$ cat src/rtl/red_pitaya_fads_sort_sched_if.sv
// Classifier-side request/configuration inputs and sort-trigger/statistics outputs
// of the FADS sort-pulse scheduler.
interface red_pitaya_fads_sort_sched_if #(
    parameter int QSZ = 3,
    parameter int TW  = 32
);
    logic          req_i;
    logic          enable_i;
    logic          flush_i;
    logic [TW-1:0] cfg_delay_i;
    logic [TW-1:0] cfg_duration_i;
    logic          sort_trig_o;
    logic [QSZ:0]  level_o;
    logic          full_o;
    logic [TW-1:0] accepted_cnt_o;
    logic [TW-1:0] dropped_cnt_o;
    logic [TW-1:0] merged_cnt_o;
    logic [TW-1:0] fired_cnt_o;

    modport slave (
        input  req_i, enable_i, flush_i, cfg_delay_i, cfg_duration_i,
        output sort_trig_o, level_o, full_o,
               accepted_cnt_o, dropped_cnt_o, merged_cnt_o, fired_cnt_o
    );

    modport master (
        output req_i, enable_i, flush_i, cfg_delay_i, cfg_duration_i,
        input  sort_trig_o, level_o, full_o,
               accepted_cnt_o, dropped_cnt_o, merged_cnt_o, fired_cnt_o
    );
endinterface

$ cat src/rtl/red_pitaya_fads_sort_sched.sv
// Sort-pulse scheduler: timestamps positive-droplet requests, queues them with their
// travel delay and issues due entries in order onto one merged sort-trigger pulse.
module red_pitaya_fads_sort_sched #(
    parameter int QSZ = 3,
    parameter int TW  = 32
) (
    input  logic adc_clk_i,
    input  logic adc_rst_i,
    red_pitaya_fads_sort_sched_if.slave bus
);
    localparam int            DEPTH = 1 << QSZ;
    // Request edge -> queue write -> fire edge: two edges of pipeline on top of the delay.
    localparam logic [TW-1:0] LAT   = TW'(2);

    typedef enum logic {IDLE, PULSE} state_t;

    state_t        state, state_next;
    logic [TW-1:0] remain, remain_next;
    logic [TW-1:0] ts;
    logic [TW-1:0] due_mem [DEPTH];
    logic [QSZ-1:0] wr_ptr, rd_ptr;
    logic [QSZ:0]  level;
    logic [TW-1:0] age;
    logic [TW-1:0] accepted_cnt, dropped_cnt, merged_cnt, fired_cnt;
    logic          full, head_due, fire, push_req, push, drop, merge;

    assign full     = (level == (QSZ+1)'(DEPTH));
    // Wrap-safe: the head is due once the timestamp has passed it by less than half a period.
    assign age      = ts - due_mem[rd_ptr];
    assign head_due = (level != '0) && ($signed(age) >= 0);
    assign fire     = head_due && !bus.flush_i;
    assign push_req = bus.req_i && bus.enable_i && !bus.flush_i;
    assign push     = push_req && (!full || fire);
    assign drop     = push_req && !push;

    always_comb begin
        state_next  = state;
        remain_next = remain;
        merge       = 1'b0;
        if (bus.flush_i) begin
            state_next = IDLE;
        end else if (fire && (bus.cfg_duration_i != '0)) begin
            state_next  = PULSE;
            remain_next = bus.cfg_duration_i;
            merge       = (state == PULSE);
        end else if (state == PULSE) begin
            if (remain == TW'(1)) state_next = IDLE;
            else                  remain_next = remain - TW'(1);
        end
    end

    always_ff @(posedge adc_clk_i) begin
        if (adc_rst_i) begin
            ts           <= '0;
            state        <= IDLE;
            remain       <= '0;
            wr_ptr       <= '0;
            rd_ptr       <= '0;
            level        <= '0;
            accepted_cnt <= '0;
            dropped_cnt  <= '0;
            merged_cnt   <= '0;
            fired_cnt    <= '0;
        end else begin
            ts     <= ts + TW'(1);
            state  <= state_next;
            remain <= remain_next;
            if (bus.flush_i) begin
                wr_ptr <= '0;
                rd_ptr <= '0;
                level  <= '0;
            end else begin
                if (push) wr_ptr <= wr_ptr + QSZ'(1);
                if (fire) rd_ptr <= rd_ptr + QSZ'(1);
                level <= level + (QSZ+1)'(push) - (QSZ+1)'(fire);
            end
            accepted_cnt <= accepted_cnt + TW'(push);
            dropped_cnt  <= dropped_cnt + TW'(drop);
            merged_cnt   <= merged_cnt + TW'(merge);
            fired_cnt    <= fired_cnt + TW'(fire);
        end
    end

    // NOTE: storage is not reset; entries are only read once the level says they were written.
    always_ff @(posedge adc_clk_i) begin
        if (push) due_mem[wr_ptr] <= ts + bus.cfg_delay_i + LAT;
    end

    assign bus.sort_trig_o    = (state == PULSE);
    assign bus.level_o        = level;
    assign bus.full_o         = full;
    assign bus.accepted_cnt_o = accepted_cnt;
    assign bus.dropped_cnt_o  = dropped_cnt;
    assign bus.merged_cnt_o   = merged_cnt;
    assign bus.fired_cnt_o    = fired_cnt;
endmodule

$ cat src/flat_wrapper.sv
// flat-port wrapper written by rule: the top's interface ports become plain ports
module red_pitaya_fads_sort_sched_flat 
#(
    parameter int QSZ = 3,
    parameter int TW  = 32
)
  (adc_clk_i, adc_rst_i, bus_req_i, bus_enable_i, bus_flush_i, bus_cfg_delay_i, bus_cfg_duration_i, bus_sort_trig_o, bus_level_o, bus_full_o, bus_accepted_cnt_o, bus_dropped_cnt_o, bus_merged_cnt_o, bus_fired_cnt_o);
  red_pitaya_fads_sort_sched_if #(.QSZ(QSZ), .TW(TW)) bus_i ();
  input  logic adc_clk_i;
  input  logic adc_rst_i;
  input wire logic [$bits(bus_i.req_i)-1:0] bus_req_i;
  input wire logic [$bits(bus_i.enable_i)-1:0] bus_enable_i;
  input wire logic [$bits(bus_i.flush_i)-1:0] bus_flush_i;
  input wire logic [$bits(bus_i.cfg_delay_i)-1:0] bus_cfg_delay_i;
  input wire logic [$bits(bus_i.cfg_duration_i)-1:0] bus_cfg_duration_i;
  output wire logic [$bits(bus_i.sort_trig_o)-1:0] bus_sort_trig_o;
  output wire logic [$bits(bus_i.level_o)-1:0] bus_level_o;
  output wire logic [$bits(bus_i.full_o)-1:0] bus_full_o;
  output wire logic [$bits(bus_i.accepted_cnt_o)-1:0] bus_accepted_cnt_o;
  output wire logic [$bits(bus_i.dropped_cnt_o)-1:0] bus_dropped_cnt_o;
  output wire logic [$bits(bus_i.merged_cnt_o)-1:0] bus_merged_cnt_o;
  output wire logic [$bits(bus_i.fired_cnt_o)-1:0] bus_fired_cnt_o;
  assign bus_i.req_i = bus_req_i;
  assign bus_i.enable_i = bus_enable_i;
  assign bus_i.flush_i = bus_flush_i;
  assign bus_i.cfg_delay_i = bus_cfg_delay_i;
  assign bus_i.cfg_duration_i = bus_cfg_duration_i;
  assign bus_sort_trig_o = bus_i.sort_trig_o;
  assign bus_level_o = bus_i.level_o;
  assign bus_full_o = bus_i.full_o;
  assign bus_accepted_cnt_o = bus_i.accepted_cnt_o;
  assign bus_dropped_cnt_o = bus_i.dropped_cnt_o;
  assign bus_merged_cnt_o = bus_i.merged_cnt_o;
  assign bus_fired_cnt_o = bus_i.fired_cnt_o;
  red_pitaya_fads_sort_sched #(.QSZ(QSZ), .TW(TW)) u_core (.adc_clk_i(adc_clk_i), .adc_rst_i(adc_rst_i), .bus(bus_i));
endmodule
$ cat config.mk
export PLATFORM = sky130hd
export DESIGN_NAME = red_pitaya_fads_sort_sched_flat
export DESIGN_NICKNAME = d
export VERILOG_FILES = /design/src/rtl/red_pitaya_fads_sort_sched_if.sv /design/src/rtl/red_pitaya_fads_sort_sched.sv /design/src/flat_wrapper.sv
export SDC_FILE = /design/constraint.sdc
export NUM_CORES = 1
export LEC_CHECK = 0
export ABC_AREA = 1
export BUFFER_PORTS_ARGS = -buffer_cell sky130_fd_sc_hd__buf_2
export CAP_MARGIN = 5
export CORE_UTILIZATION = 60
export DETAILED_ROUTE_END_ITERATION = 8
export HOLD_SLACK_MARGIN = 0.15
export PLACE_DENSITY = 0.86
export SYNTH_ARGS = -nofsm -noshare
export SYNTH_HDL_FRONTEND = slang
export SYNTH_SLANG_ARGS = --single-unit
$ cat constraint.sdc
create_clock -name adc_clk_i -period 8.46 [get_ports adc_clk_i]
set_input_delay 0.423 -clock adc_clk_i [delete_from_list [all_inputs] [get_ports adc_clk_i]]
set_output_delay 0.423 -clock adc_clk_i [all_outputs]
set_load 0.005 [all_outputs]
==> results.cfg <==
[cts]
cts_setup_buffers = 0
cts_max_path_buffers = 3
cts_inserted_buffers = 47
tritoncts = done
cts_hold_repair.buffers = 0
clkLatencyLatePin_ns = 0.60
cts.repair.resized = 0
clk_pin_slew_worst_setup_hold_paths_ns = 0.06
ctsHtreeMaxLevel = 2
cts_root_buffer = sky130_fd_sc_hd__clkbuf_16
cts_sinks = 462

[floorplanning]
area_inside_the_core_boundary_um2 = 37800
die-area_um2 = 39500
placementRows = 71
boundaryPins = 203
die_h_um = 199
floorplan.die.width_um = 199
initial_core_util_pct = 61.3

[synth]
synth_fp_nets = 2901
postSynthRegisterBits = 462
syn_avg_cell_area_um2 = 8.53
synth_cells = 2719
ys.warnings.count = 0
synth-async-reset-ratio_pct = 0
ys_dominant_reg_cell = sky130_fd_sc_hd__edfxtp_1
synth_area_um2 = 23200
yosysSeqAreaShare_pct = 50.9
yosys.cell_types.count = 50
post_synth_edffs = 256

[run]
max-cap-violations = 0

[global_routing]
use_met3_pct = 6.93
grt_start_max_net_pins = 73
gr-usage-met1_pct = 40.9
grt-busiest-layer = met2
number_of_global_route_vias_before_repair = 19511
grt_use_met2_pct = 52.5
globalRouteOverflowTotal = 0
first_pass_grt_wire_length_um = 97800
initial_antenna_violation_count = 1
groute.usage.overall_pct = 31.5

[worst_setup_path]
data_required_time_of_the_worst_path_ns = 8.91
setup.worst_path.start_class = register
critPathMostFrequentCell = sky130_fd_sc_hd__nand2_1
r2r-end = u_core.bus.merged_cnt_o[30]
worstSetupEndpointType = register
crit_path_end = u_core.bus.merged_cnt_o[30]
worst_r2r_path_depth = 33
worstPathMaxFanout = 66
arrival_ns = 7.44
r2r_slack_ns = 1.47
cpPeakStageDelay_ns = 0.81
worstSetupPathType = register to register
crit_path_max_delay_cell_type = sky130_fd_sc_hd__clkinv_2

[sta]
report.final.hold_viol_count = 0
drv_slew = 0
min_clock_period_post_route_ns = 6.99
timing.clock.skew_ns = 0.0363
report.final.setup_viol = 0
timing.final.crit_share_pct = 82.6
rsz0062_at_grt = false
setup_tns_ns = 0
max_freq_mhz = 143
worst_slew_margin_rel_pct = 18.1
worstMarginPinSlew_ns = 1.23

[detailed_routing]
pre_antenna_drt_iters = 6
postRouteWirelength_um = 62600
wl_per_cell_um = 18.1
drtAntennaViolNets = 0
drt_iter0_drc = 1848
vias = 20336
drc = 0
avgViaCountPerCell = 5.89

[finish]
areaGrowthSynthToFinish_pct = 13.3
layout-drive-gt1-share_pct = 11.1
final_util_pct = 69.5
fin_nets = 3083
filler_cell_count = 2900
antennaDiodeCount = 0
area.sequential_um2 = 11800
multi_input_area_um2 = 9920

[power]
vdd_ir_drop_max_mv = 0.191
leakage_nw = 10.8
cellPowerDensity_nw_per_um2 = 190

[hold_path]
hold_path_class = primary input to register

[placed_design]
io_buffer_count = 202
place.gp.congestion = 0.944
half_perimeter_wire_length_after_detailed_placement_um = 41800

[outcome]
status = complete, no violations
routing by layer:
layer / vias up / wire length [um]
met4: 2 / 1600
met1: 9472 / 24500
met2: 1130 / 29500
li1: 9584 / -
met3: 148 / 6920
met5: - / 10
where the power goes:
group	internal (W)	leakage [nW]	switching [W]
combinational	0.000119	6.08	0.000235
sequential	0.00239	3.97	0.0000108
clock	0.00130	0.795	0.000925
total	0.00381	10.8	0.00117
layout make-up:
class	count	area share (%)
clock inverters	28	1.41
multi-input cells	1870	37.7
clock buffers	59	4.88
inverters	305	4.36
repair buffers	215	4.23
well taps	511	2.43
flip-flops and latches	462	45.0
kinds of logic (layout without fill, tap and decap cells):
group	after synthesis	in the layout	synth area share, %
flip-flops	462	462	50.9
AND/OR/NAND/NOR	1183	1183	21.5
buffers and inverters	387	607	6.60
AO/OA/AOI/OAI	498	498	12.0
XOR/XNOR	76	76	2.87
adder cells (fa/ha/maj)	113	113	6.16
metrics by stage:
stage               instances  setup WS [ns]  power [W]  hold WS (ns)  cell area, um^2
detailed placement       3363           1.73    0.00279         0.445            24600
global placement         3363           2.07    0.00278         0.435            24600
global route             3450          0.829    0.00512         0.203            26300
floorplan                2719           3.78    0.00270         0.433            23200
finish                   3450           1.47    0.00498         0.180            26300
CTS                      3450           1.65    0.00498         0.161            26300
critical path, delay by kind of cell (launching register included):
kind,cells,cell delay [ns]
simple gates,23,3.21
compound gates,4,0.79
flops,1,0.71
fa+ha+maj,3,0.65
buf+inv,3,1.40
flip-flops by register name, summed over array words and instances, names as in the netlist, named ones only:
register,cells
u_core.due_mem,256
u_core.bus.sort_trig_o,1
u_core.rd_ptr,3
u_core.bus.dropped_cnt_o,32
u_core.bus.accepted_cnt_o,32
u_core.remain,32
u_core.wr_ptr,3
u_core.bus.fired_cnt_o,32
u_core.bus.merged_cnt_o,32
u_core.ts,32
u_core.bus.level_o,4
worst min path at each step:
| stage | slack, ns | end | start | cells past startpoint |
|---|---|---|---|---|
| after floorplan | 0.43 | register | u_core.rd_ptr[2] | 2 |
| after global placement | 0.43 | register | u_core.rd_ptr[2] | 2 |
| after detailed placement | 0.44 | register | u_core.rd_ptr[2] | 2 |
| after CTS | 0.16 | u_core.remain[7] | bus_cfg_duration_i[7] | 5 |
| after global routing | 0.20 | u_core.remain[21] | bus_cfg_duration_i[21] | 5 |
| final | 0.18 | u_core.remain[7] | bus_cfg_duration_i[7] | 5 |
synthesized netlist by cell type (5+ instances only):
library cell / n / share of area, %
sky130_fd_sc_hd__o221ai_1: 31 / 1.2
sky130_fd_sc_hd__nand4_1: 49 / 1.3
sky130_fd_sc_hd__a31oi_1: 14 / 0.38
sky130_fd_sc_hd__nor2_1: 463 / 7.5
sky130_fd_sc_hd__nor3_1: 88 / 1.9
sky130_fd_sc_hd__nand3_1: 81 / 1.7
sky130_fd_sc_hd__buf_6: 5 / 0.24
sky130_fd_sc_hd__edfxtp_1: 256 / 33
sky130_fd_sc_hd__or2_2: 8 / 0.22
sky130_fd_sc_hd__ha_1: 111 / 6.0
sky130_fd_sc_hd__inv_1: 301 / 4.9
sky130_fd_sc_hd__o21ai_0: 253 / 5.5
sky130_fd_sc_hd__nor4_1: 19 / 0.51
sky130_fd_sc_hd__o22ai_1: 32 / 0.86
sky130_fd_sc_hd__a22oi_1: 5 / 0.16
sky130_fd_sc_hd__a21oi_1: 127 / 2.7
sky130_fd_sc_hd__xor2_1: 48 / 1.8
sky130_fd_sc_hd__nor3b_1: 16 / 0.52
sky130_fd_sc_hd__nand2_1: 439 / 7.1
sky130_fd_sc_hd__and3_1: 6 / 0.16
sky130_fd_sc_hd__xnor2_1: 28 / 1.1
sky130_fd_sc_hd__clkbuf_1: 66 / 1.1
sky130_fd_sc_hd__o21a_1: 12 / 0.39
sky130_fd_sc_hd__dfxtp_1: 206 / 18
sky130_fd_sc_hd__a21o_1: 8 / 0.26
layout by cell type (no fill, tap or decap), drive strengths merged, types with 3 or more instances in the layout:
| master | netlist | layout |
|---|---|---|
| a31oi | 14 | 14 |
| a21boi | 3 | 3 |
| edfxtp | 256 | 256 |
| nand3 | 83 | 83 |
| nor2 | 466 | 466 |
| clkinvlp | 0 | 4 |
| inv | 304 | 305 |
| a21o | 8 | 8 |
| a22oi | 5 | 5 |
| xor2 | 48 | 48 |
| xnor2 | 28 | 28 |
| o21bai | 3 | 3 |
| o21a | 12 | 12 |
| o221ai | 31 | 31 |
| clkinv | 1 | 17 |
| a21oi | 127 | 127 |
| buf | 14 | 215 |
| nor3 | 88 | 88 |
| nor3b | 16 | 16 |
| o22ai | 32 | 32 |
| dfxtp | 206 | 206 |
| nand2 | 444 | 444 |
| nand4 | 50 | 50 |
| bufinv | 0 | 7 |
| and3 | 6 | 6 |
| o21ai | 255 | 255 |
| nor4 | 20 | 20 |
| ha | 111 | 111 |
| or2 | 9 | 9 |
| clkbuf | 68 | 59 |
(Power assumes the default switching activity.)
